--- config.mk ---
export PLATFORM = sky130hd
export DESIGN_NAME = fle_param_ccff_flat
export DESIGN_NICKNAME = d
export VERILOG_FILES = /design/src/rtl/fle_param_ccff_if.sv /design/src/rtl/fle_param_ccff.sv /design/src/flat_wrapper.sv
export SDC_FILE = /design/constraint.sdc
export NUM_CORES = 1
export LEC_CHECK = 0
export ABC_AREA = 1
export CORE_AREA = 2 2 106 108
export CTS_CLUSTER_SIZE = 14
export DETAILED_ROUTE_END_ITERATION = 8
export DIE_AREA = 0 0 108 110
export GPL_ROUTABILITY_DRIVEN = 0
export PLACE_DENSITY = 0.77
export SETUP_SLACK_MARGIN = 0.4
export SYNTH_ARGS = -nofsm -noshare
export SYNTH_HDL_FRONTEND = slang
export SYNTH_SLANG_ARGS = --single-unit
--- constraint.sdc ---
create_clock -name prog_clk -period 2.7 [get_ports prog_clk]
set_input_delay 0.54 -clock prog_clk [delete_from_list [all_inputs] [get_ports prog_clk]]
set_output_delay 0.54 -clock prog_clk [all_outputs]
set_load 0.02 [all_outputs]
--- src/rtl/fle_param_ccff_if.sv ---
// Configuration-chain and logic-element signals of one fracturable LUT element.
interface fle_param_ccff_if #(
    parameter int K = 6
);
    logic         ccff_head;
    logic         ccff_en;
    logic         commit;
    logic [K-1:0] fle_in;
    logic         fle_cin;
    logic [1:0]   fle_out;
    logic         fle_cout;
    logic         ccff_tail;
    logic         cfg_valid;
    logic         cmt_err;

    modport master (
        output ccff_head, ccff_en, commit, fle_in, fle_cin,
        input  fle_out, fle_cout, ccff_tail, cfg_valid, cmt_err
    );

    modport slave (
        input  ccff_head, ccff_en, commit, fle_in, fle_cin,
        output fle_out, fle_cout, ccff_tail, cfg_valid, cmt_err
    );
endinterface

--- src/rtl/fle_param_ccff.sv ---
// K-input fracturable LUT with carry logic, programmed through a serial scan
// chain and a shadow register that only takes complete configurations.
module fle_param_ccff #(
    parameter int K = 6
) (
    input  logic             prog_clk,
    input  logic             pReset,
    fle_param_ccff_if.slave  bus
);
    localparam int CFG_W = 2**K + 3;
    localparam int LUT_N = 2**K;
    localparam int CNT_W = $clog2(CFG_W + 1);
    localparam logic [CNT_W-1:0] CNT_FULL = CNT_W'(CFG_W);

    logic [CFG_W-1:0] sr;
    logic [CFG_W-1:0] shadow;
    logic [CNT_W-1:0] cnt;
    logic             cfg_valid;
    logic             cmt_err;
    logic [1:0]       out_q;

    logic [LUT_N-1:0] tt;
    logic             frac;
    logic             carry;
    logic             reg_en;
    logic [K-2:0]     idx;
    logic             a;
    logic             b;
    logic             o0;
    logic             o1;
    logic             cout;
    logic             commit_ok;

    assign tt     = shadow[LUT_N-1:0];
    assign frac   = shadow[LUT_N];
    assign carry  = shadow[LUT_N+1];
    assign reg_en = shadow[LUT_N+2];
    assign idx    = bus.fle_in[K-2:0];

    // Fractured/carry modes read both halves of the table with the top input dropped.
    always_comb begin
        a = tt[bus.fle_in];
        b = 1'b0;
        if (frac || carry) begin
            a = tt[{1'b0, idx}];
            b = tt[{1'b1, idx}];
        end
    end

    assign o0   = carry ? (a ^ bus.fle_cin) : a;
    assign o1   = b;
    assign cout = carry & (a ? bus.fle_cin : b);

    assign commit_ok = bus.commit & ~bus.ccff_en & (cnt == CNT_FULL);

    always_ff @(posedge prog_clk or negedge pReset) begin
        if (!pReset) begin
            sr        <= '0;
            shadow    <= '0;
            cnt       <= '0;
            cfg_valid <= 1'b0;
            cmt_err   <= 1'b0;
            out_q     <= 2'b00;
        end else begin
            cmt_err <= 1'b0;
            out_q   <= cfg_valid ? {o1, o0} : 2'b00;
            if (commit_ok) begin
                shadow    <= sr;
                cfg_valid <= 1'b1;
                cnt       <= '0;
            end else if (bus.commit) begin
                cmt_err <= 1'b1;
            end
            // Any shift invalidates the shadow, even one concurrent with a rejected commit.
            if (bus.ccff_en) begin
                sr        <= {sr[CFG_W-2:0], bus.ccff_head};
                cfg_valid <= 1'b0;
                if (cnt != CNT_FULL) begin
                    cnt <= cnt + CNT_W'(1);
                end
            end
        end
    end

    // fle_out[0] carries o0 and fle_out[1] carries o1.
    assign bus.fle_out   = cfg_valid ? (reg_en ? out_q : {o1, o0}) : 2'b00;
    assign bus.fle_cout  = cfg_valid & cout;
    assign bus.ccff_tail = sr[CFG_W-1];
    assign bus.cfg_valid = cfg_valid;
    assign bus.cmt_err   = cmt_err;
endmodule

--- src/flat_wrapper.sv ---
// flat-port wrapper written by rule: the top's interface ports become plain ports
module fle_param_ccff_flat 
#(
    parameter int K = 6
)
  (prog_clk, pReset, bus_ccff_head, bus_ccff_en, bus_commit, bus_fle_in, bus_fle_cin, bus_fle_out, bus_fle_cout, bus_ccff_tail, bus_cfg_valid, bus_cmt_err);
  fle_param_ccff_if #(.K(K)) bus_i ();
  input  logic prog_clk;
  input  logic pReset;
  input wire logic [$bits(bus_i.ccff_head)-1:0] bus_ccff_head;
  input wire logic [$bits(bus_i.ccff_en)-1:0] bus_ccff_en;
  input wire logic [$bits(bus_i.commit)-1:0] bus_commit;
  input wire logic [$bits(bus_i.fle_in)-1:0] bus_fle_in;
  input wire logic [$bits(bus_i.fle_cin)-1:0] bus_fle_cin;
  output wire logic [$bits(bus_i.fle_out)-1:0] bus_fle_out;
  output wire logic [$bits(bus_i.fle_cout)-1:0] bus_fle_cout;
  output wire logic [$bits(bus_i.ccff_tail)-1:0] bus_ccff_tail;
  output wire logic [$bits(bus_i.cfg_valid)-1:0] bus_cfg_valid;
  output wire logic [$bits(bus_i.cmt_err)-1:0] bus_cmt_err;
  assign bus_i.ccff_head = bus_ccff_head;
  assign bus_i.ccff_en = bus_ccff_en;
  assign bus_i.commit = bus_commit;
  assign bus_i.fle_in = bus_fle_in;
  assign bus_i.fle_cin = bus_fle_cin;
  assign bus_fle_out = bus_i.fle_out;
  assign bus_fle_cout = bus_i.fle_cout;
  assign bus_ccff_tail = bus_i.ccff_tail;
  assign bus_cfg_valid = bus_i.cfg_valid;
  assign bus_cmt_err = bus_i.cmt_err;
  fle_param_ccff #(.K(K)) u_core (.prog_clk(prog_clk), .pReset(pReset), .bus(bus_i));
endmodule
Yosys cells after proc, flatten, opt, wreduce, memory -nomap -nowiden
Cells that the tools add are included.
{"block": "word_totals", "reg_bits": 145, "in_bits": 12, "out_inout_bits": 6, "wordCells": 40}
{"block": "classes", "addsub": 1, "n_lt_le_gt_ge": 3, "n_eq_ne": 2, "mux": 20, "bitwise_logic": 6, "reduce_logical": 2}
{"cell": "7-bit 2-to-1 mux", "count": 3}
{"cell": "6-bit by 7-bit less-than comparator with 1-bit output (second input constant)", "count": 2}
{"cell": "1-bit 2-to-1 mux", "count": 11}
{"cell": "1-bit binary-select mux with 5-bit select", "count": 2}
{"cell": "7-bit by 1-bit adder with 7-bit output (second input constant)", "count": 1}
{"cell": "7-bit equality test (second input constant)", "count": 1}
{"cell": "5-bit by 7-bit less-than comparator with 1-bit output (second input constant)", "count": 1}
{"cell": "7-bit != test (second input constant)", "count": 1}
{"cell": "1-bit binary-select mux with 6-bit select", "count": 1}
{"cell": "2-bit 2-to-1 mux", "count": 3}
{"cell": "1-bit bitwise AND", "count": 4}
{"cell": "2-bit nonzero test", "count": 1}
{"cell": "1-bit logical OR", "count": 1}
{"cell": "1-bit inverter", "count": 1}
{"cell": "1-bit bitwise XOR", "count": 1}

Logic depth before layout (Yosys ltp)
{"block": "depth", "word_depth": 7, "mapped_depth": 14}

Worst setup path before layout
OpenSTA, ideal clock, no wires.
{"block": "synth_timing", "path_type": "input-to-output", "startpoint": "in bus_fle_in[1]", "endpoint": "out bus_fle_cout", "arrival_time_ps": 1797, "t_required_ps": 2160, "setup_slack_ps": 363, "cell_stages": 13, "path_cell_list": "buf_4 inv_2 buf_4 nand3_1 nand3_1 nand2_1 nand2_1 nand3_1 nand3_1 nand2_1 nand2_1 nand3_1 nor2_1"}
{"block": "synth_between", "elab_chain_len": 6}
{"element": "start, declared", "line": "flat_wrapper.sv:13", "text": "input wire logic [$bits(bus_i.fle_in)-1:0] bus_fle_in;"}
{"element": "1-bit binary-select mux with 6-bit select, or another cell as far along", "line": "fle_param_ccff.sv:42", "text": "a = tt[bus.fle_in];"}
{"element": "1-bit 2-to-1 mux, on equally long branches", "line": "fle_param_ccff.sv:42, fle_param_ccff.sv:45, fle_param_ccff.sv:46"}
{"element": "1-bit 2-to-1 mux", "line": "fle_param_ccff.sv:44", "text": "if (frac || carry) begin"}
{"element": "1-bit 2-to-1 mux (*)", "line": "fle_param_ccff.sv:52", "text": "assign cout = carry & (a ? bus.fle_cin : b);"}
{"element": "1-bit bitwise AND (*)", "line": "fle_param_ccff.sv:52"}
{"element": "1-bit bitwise AND (*)", "line": "fle_param_ccff.sv:87", "text": "assign bus.fle_cout = cfg_valid & cout;"}
{"element": "end, declared", "line": "flat_wrapper.sv:16", "text": "output wire logic [$bits(bus_i.fle_cout)-1:0] bus_fle_cout;"}
Mark *: on every way between the ends. The rest lies on a longest branch, timed or not. The select of a mux whose other input is x is not followed.

Final worst setup path
{"block": "layout_timing", "startpoint": "reg u_core.shadow[20]", "endpoint": "out bus_fle_out[0]"}
{"block": "layout_between", "elab_chain_len": 7}
{"element": "start, declared", "line": "fle_param_ccff.sv:16", "text": "logic [CFG_W-1:0] shadow;"}
{"element": "start signal, assigned", "line": "fle_param_ccff.sv:68", "text": "shadow <= sr;"}
{"element": "1-bit binary-select mux with 6-bit select or 1-bit binary-select mux with 5-bit select (tied branches)", "line": "fle_param_ccff.sv:42, fle_param_ccff.sv:45"}
{"element": "1-bit 2-to-1 mux, on equally long branches", "line": "fle_param_ccff.sv:42, fle_param_ccff.sv:45"}
{"element": "1-bit 2-to-1 mux (*)", "line": "fle_param_ccff.sv:44"}
{"element": "1-bit bitwise XOR", "line": "fle_param_ccff.sv:50", "text": "assign o0 = carry ? (a ^ bus.fle_cin) : a;"}
{"element": "1-bit 2-to-1 mux (*)", "line": "fle_param_ccff.sv:50"}
{"element": "2-bit 2-to-1 mux (*) (2 in series)", "line": "fle_param_ccff.sv:86", "text": "assign bus.fle_out = cfg_valid ? (reg_en ? out_q : {o1, o0}) : 2'b00;"}
{"element": "end, declared", "line": "flat_wrapper.sv:15", "text": "output wire logic [$bits(bus_i.fle_out)-1:0] bus_fle_out;"}
Marked as above.

==> metrics.yaml <==
status:
  status: "finished clean"
setup_path:
  worstSetupPathType: "flop to output pin"
  path_cells: "nor2_2, nor2_1, o21ai_0, nand3_1, nand3_2, nand3_2, nand3_2, nand3_1, nand3_1, nand2_1, inv_1, buf_6"
  worstPathRequired_ns: 2.16
  cp_data_arrival_time_ns: 2.08
  path_max_fanout: 3
  endpoint_kind: "output pin"
  critical_path.slowest_cell: "dfrtp_1"
  timing.rr.start: "u_core.shadow[20]"
  cp_slowest_stage_delay_ns: 0.40
  critPathLaunchType: "flop"
  ff2ff_path_depth: 20
  crit_start: "u_core.shadow[20]"
sta:
  min_period_over_period: 0.9722
  slew_viol_final: 0
  slew_headroom: 0.5228
  tightest_slew_ns: 0.7158
  final.min_clock_period_ns: 2.625
  rsz0062_at_grt: "yes"
  finalSetupViolations: 0
  timing.fmax_ghz: 0.3810
  clock_skew_ns: 0.005311
  hold_violations: 0
yosys:
  yosys_warnings: 0
  synth_edf_count: 0
  ys_seq_elements: 145
  yosysSeqAreaShare: 0.5791
  synth_area_um2: 6266
  ys_types: 21
  synthTopCellsByArea: "dfrtp_1 (58%), nand2_1 (12%), o21ai_0 (6.5%)"
  synthFlopType: "dfrtp_1"
  syn_nets: 733
  yosys.area.top_type: "dfrtp_1"
  syn_inst: 720
  synthArstFlopShare: 1.000
  synth.top_cell.area_share: 0.5791
  synth_area_per_cell_um2: 8.703
cts:
  clock_sinks: 145
  cts_buffers: 17
  clock_latency_ns: 0.53
  clk_pin_slew_worst_paths_ns: 0.06
  htree_num_levels: 4
  root_buffer: "clkbuf_8"
  clk_path_buf_depth: 2
  cts_tree: "built"
global_route:
  grt_pass1_vias: 4839
  use_met1: 0.3099
  met3_usage: 0.06878
  grtUsageMet2: 0.3931
  busiest_layer: "met2"
  grt_pass1_wl_um: 22470
  grtUsageTotal: 0.2467
  overflow: 0
  grt_max_degree: 81
  antenna_found_initial: 0
layout:
  finalInstanceArea_um2: 7411
  fin_cells: 901
  drive_above_1_share: 0.1419
  antenna_cells: 0
  area_delta_synth_final_pct: 18.27
  layout.nets: 761
floorplan:
  io_pins: 18
  die_area_um2: 11880
  die_h_um: 110
  start_util: 0.5857
  rows: 38
  coreArea_um2: 10700
  die_w_um: 108
route:
  finalWirelength_um: 13620
  ant_nets: 0
  drt-wirelength-per-cell_um: 15.12
  drcViolationCount: 0
  drt_pre_antenna_iters: 7
  drt_iter0_markers: 499
  viasPerCell: 5.425
  vias: 4888
placed_design:
  placedCellCount: 855
  dp_hpwl_um: 7667
  port_buffers: 17
  place_area_um2: 6554
power:
  vdd_drop_max_v: 0.0005837
  power.leakage_nw: 3.538
  powerDensity_nw_per_um2: 775.9
worst_hold_path:
  worst_hold_path_type: "primary input to flop"
  min_path_cells: 2
  worstHoldStart: "bus_ccff_en"
run:
  drv_cap: 0
-- per-layer routing --
| metal | up-vias | wire length (µm) |
|---|---|---|
| li1 | 2341 | - |
| met1 | 2359 | 5952 |
| met2 | 145 | 6691 |
| met3 | 43 | 583 |
| met4 | 0 | 398 |
| met5 | - | 0 |
-- synth_stat cells, types with 4 or more instances --
cell,count
buf_4,4
clkbuf_1,16
buf_2,7
o21ai_2,20
nor2_1,43
xor2_1,4
o21ai_1,30
o21ai_0,82
dfrtp_1,145
nand2_1,195
buf_6,9
nand3_1,56
a21oi_1,14
inv_1,84
-- what timing repair did --
item	CTS	global route
setup endpoints to repair	3	4
setup buffers	10	1
pin swaps	5	4
endpoints found under the hold margin	31	0
gates resized for setup	42	8
gates cloned	1	1
hold buffers	1	0
-- logic make-up (layout without fill, tap and decap cells) --
logic type / Yosys count / count (layout) / synth area share
and+or+nand+nor: 298 / 298 / 0.1947
DFF: 145 / 145 / 0.5791
xor gates and xnor gates: 4 / 4 / 0.005590
AOI/OAI and AO/OA: 146 / 146 / 0.1286
adders and majority gates: 1 / 1 / 0.001996
buffers and inverters: 126 / 167 / 0.09006
-- cell type report --
class | instances | area (µm²)
multi-input combinational | 449 | 2136
timing repair buffer | 48 | 495.5
inverter | 87 | 332.8
clock inverter | 10 | 180.2
clock buffer | 22 | 462.9
tap | 140 | 175.2
fill | 787 | 3287
sequential | 145 | 3628
-- registers in the layout, indices dropped and copies added, names as in the netlist --
name and cells:
u_core.cnt 7, u_core.out_q 2, u_core.sr 67, u_core.bus.cfg_valid 1, u_core.shadow 67, u_core.bus.cmt_err 1
-- path summary, 6_finish.rpt --
kind	end	slack (ns)
max	bus_fle_out[0]	0.08
max in group asynchronous	u_core.shadow[59]	1.51
min reg2reg	u_core.sr[8]	0.48
max reg2reg	u_core.out_q[0]	0.13
min in group asynchronous	u_core.cnt[2]	0.46
min	u_core.sr[25]	0.36
-- through the flow --
stage,setup slack (ns),util,power (W),hold WS [ns],setup TNS [ns]
2_1_floorplan,0.4370,-,0.002967,0.2444,0
3_3_place_gp,-0.6789,0.6126,0.003140,0.4431,-1.951
3_5_place_dp,-0.7307,0.6126,0.003178,0.4453,-2.124
4_1_cts,0.1905,0.6869,0.005770,0.3241,0
5_1_grt,-0.02654,0.6927,0.005999,0.3559,-0.03927
6_report,0.07517,0.6927,0.005750,0.3555,0
-- worst max-delay path, delay by kind of cell, from the launching register on --
kind	cells	cell delay [ns]
DFF	1	0.40
AOI/OAI and AO/OA	1	0.08
and+or+nand+nor	9	0.89
buffers and inverters	2	0.19
-- placed cells by master, fill, tap and decap left out --
cell type / netlist / routed
nand2_1: 195 / 193
dfrtp_1: 145 / 145
inv_1: 84 / 83
o21ai_0: 82 / 80
nand3_1: 56 / 48
nor2_1: 43 / 39
o21ai_1: 30 / 32
buf_4: 4 / 25
o21ai_2: 20 / 20
clkbuf_16: 0 / 17
a21oi_1: 14 / 14
clkdlybuf4s50_1: 0 / 8
nand3_2: 0 / 7
bufinv_16: 0 / 5
buf_6: 9 / 5
nor2_2: 0 / 4
xor2_1: 4 / 4
clkinv_2: 0 / 4
clkbuf_8: 0 / 4
buf_12: 0 / 4
inv_4: 0 / 2
nand2_2: 0 / 2
clkinvlp_4: 0 / 2
clkbuf_1: 16 / 2
dlygate4sd2_1: 0 / 2
inv_2: 3 / 1
nand3_4: 0 / 1
nor3_2: 1 / 1
nand4_2: 1 / 1
nor3_4: 1 / 1
nand3b_1: 1 / 1
ha_1: 1 / 1
buf_16: 0 / 1
dlygate4sd3_1: 0 / 1
clkdlybuf4s15_2: 0 / 1
-- report_power, final --
part / switching, W / internal (W) / total [W]
clock: 0.000861 / 0.00166 / 0.00252
sequential: 0.000159 / 0.00242 / 0.00258
combinational: 0.000399 / 0.000243 / 0.000642
Note: power is estimated with default switching activity, not from simulation.
